===== config.mk =====
export PLATFORM = sky130hd
export DESIGN_NAME = ex_operand_stage_flat
export DESIGN_NICKNAME = d
export VERILOG_FILES = /design/src/rtl/risc_pkg.sv /design/src/rtl/ex_operand_stage_if.sv /design/src/rtl/ex_operand_stage_forward_mux.sv /design/src/rtl/ex_operand_stage.sv /design/src/flat_wrapper.sv
export SDC_FILE = /design/constraint.sdc
export NUM_CORES = 1
export LEC_CHECK = 0
export CAP_MARGIN = 25
export CORE_UTILIZATION = 48
export DETAILED_ROUTE_END_ITERATION = 10
export PLACE_DENSITY = 0.86
export SYNTH_ARGS = -nofsm -noshare
export SYNTH_HDL_FRONTEND = slang
export SYNTH_SLANG_ARGS = --single-unit

===== constraint.sdc =====
create_clock -name clk -period 2.9 [get_ports clk]
set_input_delay 0.435 -clock clk [delete_from_list [all_inputs] [get_ports clk]]
set_output_delay 0.435 -clock clk [all_outputs]
set_load 0.03 [all_outputs]

===== src/rtl/risc_pkg.sv =====
// Shared definitions for the 16-bit RISC core: datapath widths and ALU opcodes.
package risc_pkg;

    localparam int DATA_W     = 16;
    localparam int REG_ADDR_W = 3;

    typedef logic [DATA_W-1:0]     data_t;
    typedef logic [REG_ADDR_W-1:0] reg_addr_t;

    typedef enum logic [2:0] {
        ALU_ADD = 3'b000,
        ALU_SUB = 3'b001,
        ALU_INV = 3'b010,
        ALU_SHL = 3'b011,
        ALU_SHR = 3'b100,
        ALU_AND = 3'b101,
        ALU_OR  = 3'b110,
        ALU_SLT = 3'b111
    } alu_op_e;

    // True when a later pipeline stage is writing the register being read.
    function automatic logic writes_reg(input logic we, input reg_addr_t rd, input reg_addr_t rs);
        return we && (rd == rs);
    endfunction

endpackage


===== src/rtl/ex_operand_stage_if.sv =====
// Signal bundle between decode/forwarding sources and the EX operand stage.
interface ex_operand_stage_if;
    import risc_pkg::*;

    // Decode-side instruction fields
    logic      id_valid;
    reg_addr_t id_rs1_addr;
    reg_addr_t id_rs2_addr;
    data_t     id_rs1_data;
    data_t     id_rs2_data;
    data_t     id_imm;
    logic      id_use_imm;
    logic [2:0] id_alu_control;
    reg_addr_t id_rd_addr;
    logic      id_reg_write;
    logic      id_mem_read;

    // Pipeline control
    logic      stall_in;
    logic      flush;

    // Forwarding sources
    logic      exm_reg_write;
    reg_addr_t exm_rd_addr;
    data_t     exm_result;
    logic      wb_reg_write;
    reg_addr_t wb_rd_addr;
    data_t     wb_data;

    // Stage outputs
    data_t     alu_src1;
    data_t     alu_src2;
    logic [2:0] alu_control;
    logic      ex_valid;
    reg_addr_t ex_rd_addr;
    logic      ex_reg_write;
    logic      ex_mem_read;
    data_t     ex_store_data;
    logic      hazard_stall;

    modport slave (
        input  id_valid, id_rs1_addr, id_rs2_addr, id_rs1_data, id_rs2_data,
               id_imm, id_use_imm, id_alu_control, id_rd_addr, id_reg_write,
               id_mem_read, stall_in, flush, exm_reg_write, exm_rd_addr,
               exm_result, wb_reg_write, wb_rd_addr, wb_data,
        output alu_src1, alu_src2, alu_control, ex_valid, ex_rd_addr,
               ex_reg_write, ex_mem_read, ex_store_data, hazard_stall
    );

    modport master (
        output id_valid, id_rs1_addr, id_rs2_addr, id_rs1_data, id_rs2_data,
               id_imm, id_use_imm, id_alu_control, id_rd_addr, id_reg_write,
               id_mem_read, stall_in, flush, exm_reg_write, exm_rd_addr,
               exm_result, wb_reg_write, wb_rd_addr, wb_data,
        input  alu_src1, alu_src2, alu_control, ex_valid, ex_rd_addr,
               ex_reg_write, ex_mem_read, ex_store_data, hazard_stall
    );

endinterface


===== src/rtl/ex_operand_stage_forward_mux.sv =====
// Three-way operand select: EX/MEM result, then WB data, then the stored value.
module forward_mux
    import risc_pkg::*;
(
    input  reg_addr_t rs_addr,
    input  data_t     stored,
    input  logic      exm_reg_write,
    input  reg_addr_t exm_rd_addr,
    input  data_t     exm_result,
    input  logic      wb_reg_write,
    input  reg_addr_t wb_rd_addr,
    input  data_t     wb_data,
    output data_t     operand
);

    // EX/MEM is the younger producer, so it overrides WB on the same register.
    always_comb begin
        operand = stored;
        if (writes_reg(exm_reg_write, exm_rd_addr, rs_addr)) begin
            operand = exm_result;
        end else if (writes_reg(wb_reg_write, wb_rd_addr, rs_addr)) begin
            operand = wb_data;
        end
    end

endmodule


===== src/rtl/ex_operand_stage.sv =====
// ID/EX pipeline register with RAW forwarding and load-use bubble insertion.
module ex_operand_stage
    import risc_pkg::*;
(
    input  logic               clk,
    input  logic               rst_n,
    ex_operand_stage_if.slave  bus
);

    logic       ex_valid_q,     ex_valid_d;
    logic       ex_reg_write_q, ex_reg_write_d;
    logic       ex_mem_read_q,  ex_mem_read_d;
    logic [2:0] alu_control_q,  alu_control_d;
    reg_addr_t  ex_rd_addr_q,   ex_rd_addr_d;
    reg_addr_t  ex_rs1_addr_q,  ex_rs1_addr_d;
    reg_addr_t  ex_rs2_addr_q,  ex_rs2_addr_d;
    data_t      rs1_data_q,     rs1_data_d;
    data_t      rs2_data_q,     rs2_data_d;
    data_t      imm_q,          imm_d;
    logic       use_imm_q,      use_imm_d;

    logic       hazard_stall;
    data_t      fwd_rs1;
    data_t      fwd_rs2;

    // Load in EX whose destination feeds the decoding instruction; squashed instructions never stall.
    always_comb begin
        hazard_stall = 1'b0;
        if (!bus.flush && ex_valid_q && ex_mem_read_q && bus.id_valid) begin
            hazard_stall = (ex_rd_addr_q == bus.id_rs1_addr) ||
                           (!bus.id_use_imm && (ex_rd_addr_q == bus.id_rs2_addr));
        end
    end

    // Next-state selection: flush > stall_in > load-use bubble > normal capture.
    always_comb begin
        ex_valid_d     = ex_valid_q;
        ex_reg_write_d = ex_reg_write_q;
        ex_mem_read_d  = ex_mem_read_q;
        alu_control_d  = alu_control_q;
        ex_rd_addr_d   = ex_rd_addr_q;
        ex_rs1_addr_d  = ex_rs1_addr_q;
        ex_rs2_addr_d  = ex_rs2_addr_q;
        rs1_data_d     = rs1_data_q;
        rs2_data_d     = rs2_data_q;
        imm_d          = imm_q;
        use_imm_d      = use_imm_q;
        if (bus.flush || (!bus.stall_in && hazard_stall)) begin
            ex_valid_d     = 1'b0;
            ex_reg_write_d = 1'b0;
            ex_mem_read_d  = 1'b0;
        end else if (!bus.stall_in) begin
            ex_valid_d     = bus.id_valid;
            ex_reg_write_d = bus.id_reg_write & bus.id_valid;
            ex_mem_read_d  = bus.id_mem_read & bus.id_valid;
            alu_control_d  = bus.id_alu_control;
            ex_rd_addr_d   = bus.id_rd_addr;
            ex_rs1_addr_d  = bus.id_rs1_addr;
            ex_rs2_addr_d  = bus.id_rs2_addr;
            imm_d          = bus.id_imm;
            use_imm_d      = bus.id_use_imm;
            // A WB write to the register being read this cycle is not yet visible in the register file.
            rs1_data_d     = writes_reg(bus.wb_reg_write, bus.wb_rd_addr, bus.id_rs1_addr)
                             ? bus.wb_data : bus.id_rs1_data;
            rs2_data_d     = writes_reg(bus.wb_reg_write, bus.wb_rd_addr, bus.id_rs2_addr)
                             ? bus.wb_data : bus.id_rs2_data;
        end
    end

    // Stage register; async reset discards any in-flight instruction.
    always_ff @(posedge clk or negedge rst_n) begin
        if (!rst_n) begin
            ex_valid_q     <= 1'b0;
            ex_reg_write_q <= 1'b0;
            ex_mem_read_q  <= 1'b0;
            alu_control_q  <= ALU_ADD;
            ex_rd_addr_q   <= '0;
            ex_rs1_addr_q  <= '0;
            ex_rs2_addr_q  <= '0;
            rs1_data_q     <= '0;
            rs2_data_q     <= '0;
            imm_q          <= '0;
            use_imm_q      <= 1'b0;
        end else begin
            ex_valid_q     <= ex_valid_d;
            ex_reg_write_q <= ex_reg_write_d;
            ex_mem_read_q  <= ex_mem_read_d;
            alu_control_q  <= alu_control_d;
            ex_rd_addr_q   <= ex_rd_addr_d;
            ex_rs1_addr_q  <= ex_rs1_addr_d;
            ex_rs2_addr_q  <= ex_rs2_addr_d;
            rs1_data_q     <= rs1_data_d;
            rs2_data_q     <= rs2_data_d;
            imm_q          <= imm_d;
            use_imm_q      <= use_imm_d;
        end
    end

    forward_mux u_fwd_rs1 (
        .rs_addr       (ex_rs1_addr_q),
        .stored        (rs1_data_q),
        .exm_reg_write (bus.exm_reg_write),
        .exm_rd_addr   (bus.exm_rd_addr),
        .exm_result    (bus.exm_result),
        .wb_reg_write  (bus.wb_reg_write),
        .wb_rd_addr    (bus.wb_rd_addr),
        .wb_data       (bus.wb_data),
        .operand       (fwd_rs1)
    );

    forward_mux u_fwd_rs2 (
        .rs_addr       (ex_rs2_addr_q),
        .stored        (rs2_data_q),
        .exm_reg_write (bus.exm_reg_write),
        .exm_rd_addr   (bus.exm_rd_addr),
        .exm_result    (bus.exm_result),
        .wb_reg_write  (bus.wb_reg_write),
        .wb_rd_addr    (bus.wb_rd_addr),
        .wb_data       (bus.wb_data),
        .operand       (fwd_rs2)
    );

    assign bus.alu_src1      = fwd_rs1;
    assign bus.alu_src2      = use_imm_q ? imm_q : fwd_rs2;
    assign bus.ex_store_data = fwd_rs2;
    assign bus.alu_control   = alu_control_q;
    assign bus.ex_valid      = ex_valid_q;
    assign bus.ex_rd_addr    = ex_rd_addr_q;
    assign bus.ex_reg_write  = ex_reg_write_q;
    assign bus.ex_mem_read   = ex_mem_read_q;
    assign bus.hazard_stall  = hazard_stall;

endmodule


===== src/flat_wrapper.sv =====
// flat-port wrapper written by rule: the top's interface ports become plain ports
module ex_operand_stage_flat import risc_pkg::*;
  (clk, rst_n, bus_id_valid, bus_id_rs1_addr, bus_id_rs2_addr, bus_id_rs1_data, bus_id_rs2_data, bus_id_imm, bus_id_use_imm, bus_id_alu_control, bus_id_rd_addr, bus_id_reg_write, bus_id_mem_read, bus_stall_in, bus_flush, bus_exm_reg_write, bus_exm_rd_addr, bus_exm_result, bus_wb_reg_write, bus_wb_rd_addr, bus_wb_data, bus_alu_src1, bus_alu_src2, bus_alu_control, bus_ex_valid, bus_ex_rd_addr, bus_ex_reg_write, bus_ex_mem_read, bus_ex_store_data, bus_hazard_stall);
  ex_operand_stage_if bus_i ();
  input  logic clk;
  input  logic rst_n;
  input wire logic [$bits(bus_i.id_valid)-1:0] bus_id_valid;
  input wire logic [$bits(bus_i.id_rs1_addr)-1:0] bus_id_rs1_addr;
  input wire logic [$bits(bus_i.id_rs2_addr)-1:0] bus_id_rs2_addr;
  input wire logic [$bits(bus_i.id_rs1_data)-1:0] bus_id_rs1_data;
  input wire logic [$bits(bus_i.id_rs2_data)-1:0] bus_id_rs2_data;
  input wire logic [$bits(bus_i.id_imm)-1:0] bus_id_imm;
  input wire logic [$bits(bus_i.id_use_imm)-1:0] bus_id_use_imm;
  input wire logic [$bits(bus_i.id_alu_control)-1:0] bus_id_alu_control;
  input wire logic [$bits(bus_i.id_rd_addr)-1:0] bus_id_rd_addr;
  input wire logic [$bits(bus_i.id_reg_write)-1:0] bus_id_reg_write;
  input wire logic [$bits(bus_i.id_mem_read)-1:0] bus_id_mem_read;
  input wire logic [$bits(bus_i.stall_in)-1:0] bus_stall_in;
  input wire logic [$bits(bus_i.flush)-1:0] bus_flush;
  input wire logic [$bits(bus_i.exm_reg_write)-1:0] bus_exm_reg_write;
  input wire logic [$bits(bus_i.exm_rd_addr)-1:0] bus_exm_rd_addr;
  input wire logic [$bits(bus_i.exm_result)-1:0] bus_exm_result;
  input wire logic [$bits(bus_i.wb_reg_write)-1:0] bus_wb_reg_write;
  input wire logic [$bits(bus_i.wb_rd_addr)-1:0] bus_wb_rd_addr;
  input wire logic [$bits(bus_i.wb_data)-1:0] bus_wb_data;
  output wire logic [$bits(bus_i.alu_src1)-1:0] bus_alu_src1;
  output wire logic [$bits(bus_i.alu_src2)-1:0] bus_alu_src2;
  output wire logic [$bits(bus_i.alu_control)-1:0] bus_alu_control;
  output wire logic [$bits(bus_i.ex_valid)-1:0] bus_ex_valid;
  output wire logic [$bits(bus_i.ex_rd_addr)-1:0] bus_ex_rd_addr;
  output wire logic [$bits(bus_i.ex_reg_write)-1:0] bus_ex_reg_write;
  output wire logic [$bits(bus_i.ex_mem_read)-1:0] bus_ex_mem_read;
  output wire logic [$bits(bus_i.ex_store_data)-1:0] bus_ex_store_data;
  output wire logic [$bits(bus_i.hazard_stall)-1:0] bus_hazard_stall;
  assign bus_i.id_valid = bus_id_valid;
  assign bus_i.id_rs1_addr = bus_id_rs1_addr;
  assign bus_i.id_rs2_addr = bus_id_rs2_addr;
  assign bus_i.id_rs1_data = bus_id_rs1_data;
  assign bus_i.id_rs2_data = bus_id_rs2_data;
  assign bus_i.id_imm = bus_id_imm;
  assign bus_i.id_use_imm = bus_id_use_imm;
  assign bus_i.id_alu_control = bus_id_alu_control;
  assign bus_i.id_rd_addr = bus_id_rd_addr;
  assign bus_i.id_reg_write = bus_id_reg_write;
  assign bus_i.id_mem_read = bus_id_mem_read;
  assign bus_i.stall_in = bus_stall_in;
  assign bus_i.flush = bus_flush;
  assign bus_i.exm_reg_write = bus_exm_reg_write;
  assign bus_i.exm_rd_addr = bus_exm_rd_addr;
  assign bus_i.exm_result = bus_exm_result;
  assign bus_i.wb_reg_write = bus_wb_reg_write;
  assign bus_i.wb_rd_addr = bus_wb_rd_addr;
  assign bus_i.wb_data = bus_wb_data;
  assign bus_alu_src1 = bus_i.alu_src1;
  assign bus_alu_src2 = bus_i.alu_src2;
  assign bus_alu_control = bus_i.alu_control;
  assign bus_ex_valid = bus_i.ex_valid;
  assign bus_ex_rd_addr = bus_i.ex_rd_addr;
  assign bus_ex_reg_write = bus_i.ex_reg_write;
  assign bus_ex_mem_read = bus_i.ex_mem_read;
  assign bus_ex_store_data = bus_i.ex_store_data;
  assign bus_hazard_stall = bus_i.hazard_stall;
  ex_operand_stage u_core (.clk(clk), .rst_n(rst_n), .bus(bus_i));
endmodule

After elaboration in Yosys (flattened, before gate mapping)
Cells that the tools add are included.

Output and inout bits: 58. Input port bits: 108. Register bits after elaboration: 64.

Multiplexer cells: 14. Equality and inequality tests: 9. Bitwise gates (word level): 4. Reductions and logical operators: 17.

Operators by type and width (number): 16-bit 2-to-1 mux (7); 3-bit equality test (8); 1-bit logical AND (11); 1-bit 2-to-1 mux (7); 1-bit logical NOT (3); 1-bit AND (2); 1-bit logical OR (2); 2-bit by 1-bit != test with 1-bit output (second input constant) (1); 1-bit NOT (2); 2-bit AND reduction (1).

Depth between registers and ports, before layout
Depth in word-level cells: 9. Mapped depth: 7. Gate-level depth less buffers: 4.

By module
From an unflattened synthesis, not the netlist that was laid out.

Cell total of the unflattened synthesis: 331. Area, all modules: 4226.6 µm².

Modules (own cells, without submodules): ex_operand_stage (area an instance 3418.3 µm², cells each 211, times used 1); forward_mux (area an instance 404.1 µm², cells each 60, times used 2).

Worst setup path after synthesis
No wires, ideal clock.

Kind: in2out. Start point: input port bus_wb_rd_addr[1]. End point: output port bus_alu_src2[10]. Stages on the path: 6. Path buffers: 2. Data arrival time: 2062 ps. Path slack: 403 ps. Cells stage by stage: buf_6 -> xnor2_2 -> clkbuf_1 -> and3_1 -> a221oi_1 -> o31ai_1.

Word-level cells in the longest chain between the ends: 5.

Ends and longest elaborated chain: start, declared (RTL line flat_wrapper.sv:24) `input wire logic [$bits(bus_i.wb_rd_addr)-1:0] bus_wb_rd_addr;`; 3-bit equality test (RTL line risc_pkg.sv:23) `return we && (rd == rs);`; 1-bit logical AND (RTL line risc_pkg.sv:23); 16-bit 2-to-1 mux (RTL line ex_operand_stage_forward_mux.sv:21) `end else if (writes_reg(wb_reg_write, wb_rd_addr, rs_addr)) begin`; 16-bit 2-to-1 mux (RTL line ex_operand_stage_forward_mux.sv:19) `if (writes_reg(exm_reg_write, exm_rd_addr, rs_addr)) begin`; 16-bit 2-to-1 mux (RTL line ex_operand_stage.sv:124) `assign bus.alu_src2 = use_imm_q ? imm_q : fwd_rs2;`; end, declared (RTL line flat_wrapper.sv:27) `output wire logic [$bits(bus_i.alu_src2)-1:0] bus_alu_src2;`.

Every way passes these cells.

Worst setup path after layout
Ends and elaborated chain as after synthesis.

==> flow_summary_export.csv <==
group,metric,value,unit
status,run_status,"finished, final reports clean",
cells_and_area,final-instance-count-excl-fill,683,
worst_setup_path,criticalPathCategory,"input port to primary output",
synth,syn_area,0.00431,mm²
job,timing.max_cap.violations,0,
cells_and_area,syn2layout_area_growth,49.0,%
synth,main_combinational_cell_family_by_area_after_synthesis,"multiplexers",
cts,cts-hold-fix-buffers,0,
global_routing,grt_pass1_wl,21800,µm
cells_and_area,final_layout_size_suffix_gt1_share,36.2,%
sta,min_period_over_period,97.7,%
synth,synth_instances,373,
synth,synthesized_area_fraction_occupied_by_ao_oa_aoi_and_oai_cells,9.35,%
die,dieArea,0.00936,mm²
placed_design,gp_congestion,0.940,
routing,post_drt_wl_per_cell,20.1,µm
global_routing,initial_antenna_violation_count,0,
die,die_h,96.8,µm
routing,postRouteWirelength,13700,µm
routing,detailedRoute.firstIterationViolations,158,
routing,route.detailed.vias_per_inst,5.62,
worst_setup_path,cp_capture_type,"primary output",
pwr,total_power,3.63,mW
die,die_x,96.8,µm
worst_setup_path,critPathRequiredTime,2.47,ns
worst_setup_path,critPathLaunchType,"input port",
synth,postSynthNetCount,481,
sta,setup_slack,0.0663,ns
global_routing,vias_in_the_first_global_route,4191,
synth,synth_ff_type,"sky130_fd_sc_hd__dfrtp_1",
synth,synth_async_sr_flop_share,100,%
synth,yosys.area_share.adder,0,%
sta,clock.fmax,353,MHz
sta,final.setup_skew,0.00866,ns
worst_setup_path,critical_path_s_slowest_cell,"sky130_fd_sc_hd__clkdlybuf4s50_1",
synth,synth_sequential_area_ratio,37.2,%
routing,antenna_left,0,
sta,timing.final.crit_period,2.83,ns
cts,tritoncts_clock_tree,"built",
global_routing,globalRoute.totalOverflow,0,
die,io_pins,166,
sta,report.final.setup_viol,0,
worst_setup_path,crit_path_max_fanout,11,
die,initial_utilization,49.4,%
worst_hold_path,hold_path.class,"input port to asynchronous set/reset pin",
synth,synthSimpleGateAreaFrac,10.8,%
pwr,worst_ir_drop_vdd,0.372,mV
synth,post-synth-top-area-cell,"sky130_fd_sc_hd__dfrtp_1",
sta,hold_ws,0.0782,ns
placed_design,place.port_buffers,165,
synth,synth_top_cell_area_share,37.2,%
placed_design,dpl_worst_slack,-0.286,ns
sta,setup-tns-final,0,ns
sta,final-hold-violation-count,0,
sta,timing.max_slew.rel_slack,62.1,%
synth,yosysUniqueCellTypes,33,
cts,clk_pin_slew_worst_paths,0.08,ns
routing,final_routed_drc_violation_total,0,
synth,post_synth_mux_area_share,32.9,%
pwr,power.leakage,2.96,nW
global_routing,largest_net_degree_at_the_start_of_global_routing,51,
synth,synth-xor-area-share,5.40,%
die,core_region_area,0.00872,mm²
cells_and_area,finalCoreUtilization,73.7,%
placed_design,placed_cell_count,665,
synth,synth.area.top_cells,"sky130_fd_sc_hd__dfrtp_1, sky130_fd_sc_hd__mux2_4, sky130_fd_sc_hd__mux2_2, sky130_fd_sc_hd__nor2_1, sky130_fd_sc_hd__mux2i_1",
cts,clk_path_buf_depth,2,
placed_design,hpwlAfterDp,10500,µm
worst_setup_path,cpMostUsedCell,"sky130_fd_sc_hd__buf_4",
cells_and_area,finalNetCount,678,
routing,dr.pass1.iters,4,
sta,unrepaired_setup_endpoints_after_global_routing,"true",
worst_setup_path,worst-endpoint-arrival,2.40,ns
worst_setup_path,worstPathCellList,"clkdlybuf4s50_1, xnor2_2, buf_4, buf_4, and3_1, a221oi_2, o31ai_1, dlygate4sd2_1",
placed_design,place_area,0.00621,mm²
cts,cts_sinks,64,
synth,synth_edf_count,0,
synth,avgSynthCellArea,11.6,µm²
routing,detailroute.via_count,3840,
pwr,p_per_area,565,mW/mm²
cts,cts-htree-levels,3,
sta,timing_max_transition_violations_final,0,
cells_and_area,final_area,0.00642,mm²
synth,synth.ff_latch_count,64,
cells_and_area,antenna-diode-count,0,
die,placement_rows,34,
worst_setup_path,critical-path-max-stage-delay,0.47,ns
synth,ys.warnings.count,0,
global_routing,global_route_usage_over_all_layers,29.8,%
cts,root_buffer,"sky130_fd_sc_hd__clkbuf_8",
cts,clock_insertion_delay_worst_skew,0.34,ns
sta,max_slew.worst_pin.slew,0.568,ns
cts,cts_inserted_buffers,9,
-- worst max-delay path, delay by kind of cell --
family | cells | cell delay (ns)
and+or+nand+nor | 1 | 0.19
xor gates and xnor gates | 1 | 0.19
buffers and inverters | 4 | 1.14
AOI/OAI and AO/OA | 2 | 0.44
-- final timing paths --
| check | startpoint | slack (ns) | depth (start not counted) | endpoint |
|---|---|---|---|---|
| max in group asynchronous | rst_n | 2.11 | 2 | u_core.rs2_data_q[1]$_DFFE_PN0P_ |
| max | bus_wb_rd_addr[1] | 0.07 | 8 | bus_alu_src2[10] |
| min reg2reg | u_core.bus.ex_reg_write$_DFFE_PN0P_ | 0.51 | 1 | u_core.bus.ex_reg_write$_DFFE_PN0P_ |
| min | rst_n | 0.08 | 1 | u_core.imm_q[8]$_DFFE_PN0P_ |
| min in group clk | u_core.bus.ex_reg_write$_DFFE_PN0P_ | 0.51 | 1 | u_core.bus.ex_reg_write$_DFFE_PN0P_ |
| max reg2reg | u_core.bus.ex_rd_addr[2]$_DFFE_PN0P_ | 0.87 | 5 | u_core.ex_rs1_addr_q[0]$_DFFE_PN0P_ |
-- routing by layer --
metal | up-vias | wire length, µm | share of wire, % | track usage, %
met4 | 0 | 586 | 4.3 | 13.3
met3 | 42 | 1060 | 7.8 | 7.88
met1 | 1845 | 5580 | 41 | 36.1
li1 | 1758 | - | - | -
met5 | - | 0 | 0 | 0
met2 | 195 | 6490 | 47 | 49.5
-- layout make-up --
type,count,area [µm²]
Clock buffer,10,128
Clock inverter,6,70.1
Fill cell,633,2300
Inverter,2,7.51
Multi-Input combinational cell,281,2590
Sequential cell,64,1600
Tap cell,108,135
Timing Repair Buffer,212,1890
-- cell families (layout without fill, tap and decap cells) --
logic type      after synthesis  after routing
mux                         109            109
simple gates                 95             95
flops                        64             64
compound gates               53             53
buf+inv                      28            230
xor+xnor                     24             24
-- cell usage after synthesis, types with 2 or more instances --
cell and count:
sky130_fd_sc_hd__a21oi_1 16, sky130_fd_sc_hd__a221oi_1 16, sky130_fd_sc_hd__a32o_1 3, sky130_fd_sc_hd__and3_1 16
sky130_fd_sc_hd__buf_2 3, sky130_fd_sc_hd__buf_6 10, sky130_fd_sc_hd__clkbuf_1 10, sky130_fd_sc_hd__dfrtp_1 64
sky130_fd_sc_hd__inv_1 2, sky130_fd_sc_hd__mux2_2 36, sky130_fd_sc_hd__mux2_4 56, sky130_fd_sc_hd__mux2i_1 16
sky130_fd_sc_hd__nand2_1 16, sky130_fd_sc_hd__nand4_1 2, sky130_fd_sc_hd__nand4_2 2, sky130_fd_sc_hd__nor2_1 52
sky130_fd_sc_hd__o31ai_1 16, sky130_fd_sc_hd__xnor2_1 13, sky130_fd_sc_hd__xnor2_2 3, sky130_fd_sc_hd__xor2_1 8
-- power breakdown --
| group | switching (mW) | internal, mW | leakage [nW] |
|---|---|---|---|
| clock | 0.379 | 0.400 | 0.0887 |
| sequential | 0.114 | 1.03 | 0.756 |
| combinational | 0.895 | 0.809 | 2.11 |
-- sequential cells by signal, indices dropped and copies added, names as in the netlist --
| signal | count |
|---|---|
| u_core.bus.ex_mem_read | 1 |
| u_core.rs2_data_q | 16 |
| u_core.imm_q | 16 |
| u_core.bus.alu_control | 3 |
| u_core.use_imm_q | 1 |
| u_core.bus.ex_valid | 1 |
| u_core.ex_rs2_addr_q | 3 |
| u_core.rs1_data_q | 16 |
| u_core.bus.ex_rd_addr | 3 |
| u_core.bus.ex_reg_write | 1 |
| u_core.ex_rs1_addr_q | 3 |
-- timing repair --
action | CTS | global route
pin swaps | 1 | 1
hold endpoints to repair | 0 | 0
endpoints found under the setup margin | 27 | 26
setup buffers | 0 | 2
resized for setup | 32 | 38
-- layout by cell type (no fill, tap or decap), types with 11 or more instances in the layout --
master | netlist | layout
sky130_fd_sc_hd__a21oi_1 | 16 | 16
sky130_fd_sc_hd__a221oi_2 | 0 | 11
sky130_fd_sc_hd__and3_1 | 16 | 16
sky130_fd_sc_hd__buf_4 | 1 | 68
sky130_fd_sc_hd__clkdlybuf4s50_1 | 0 | 115
sky130_fd_sc_hd__dfrtp_1 | 64 | 64
sky130_fd_sc_hd__dlygate4sd2_1 | 0 | 15
sky130_fd_sc_hd__mux2_2 | 36 | 36
sky130_fd_sc_hd__mux2_4 | 56 | 56
sky130_fd_sc_hd__mux2i_1 | 16 | 16
sky130_fd_sc_hd__nand2_1 | 16 | 16
sky130_fd_sc_hd__nor2_1 | 52 | 52
sky130_fd_sc_hd__o31ai_1 | 16 | 15
sky130_fd_sc_hd__xnor2_1 | 13 | 13
Power figures use the tool's default switching activity.
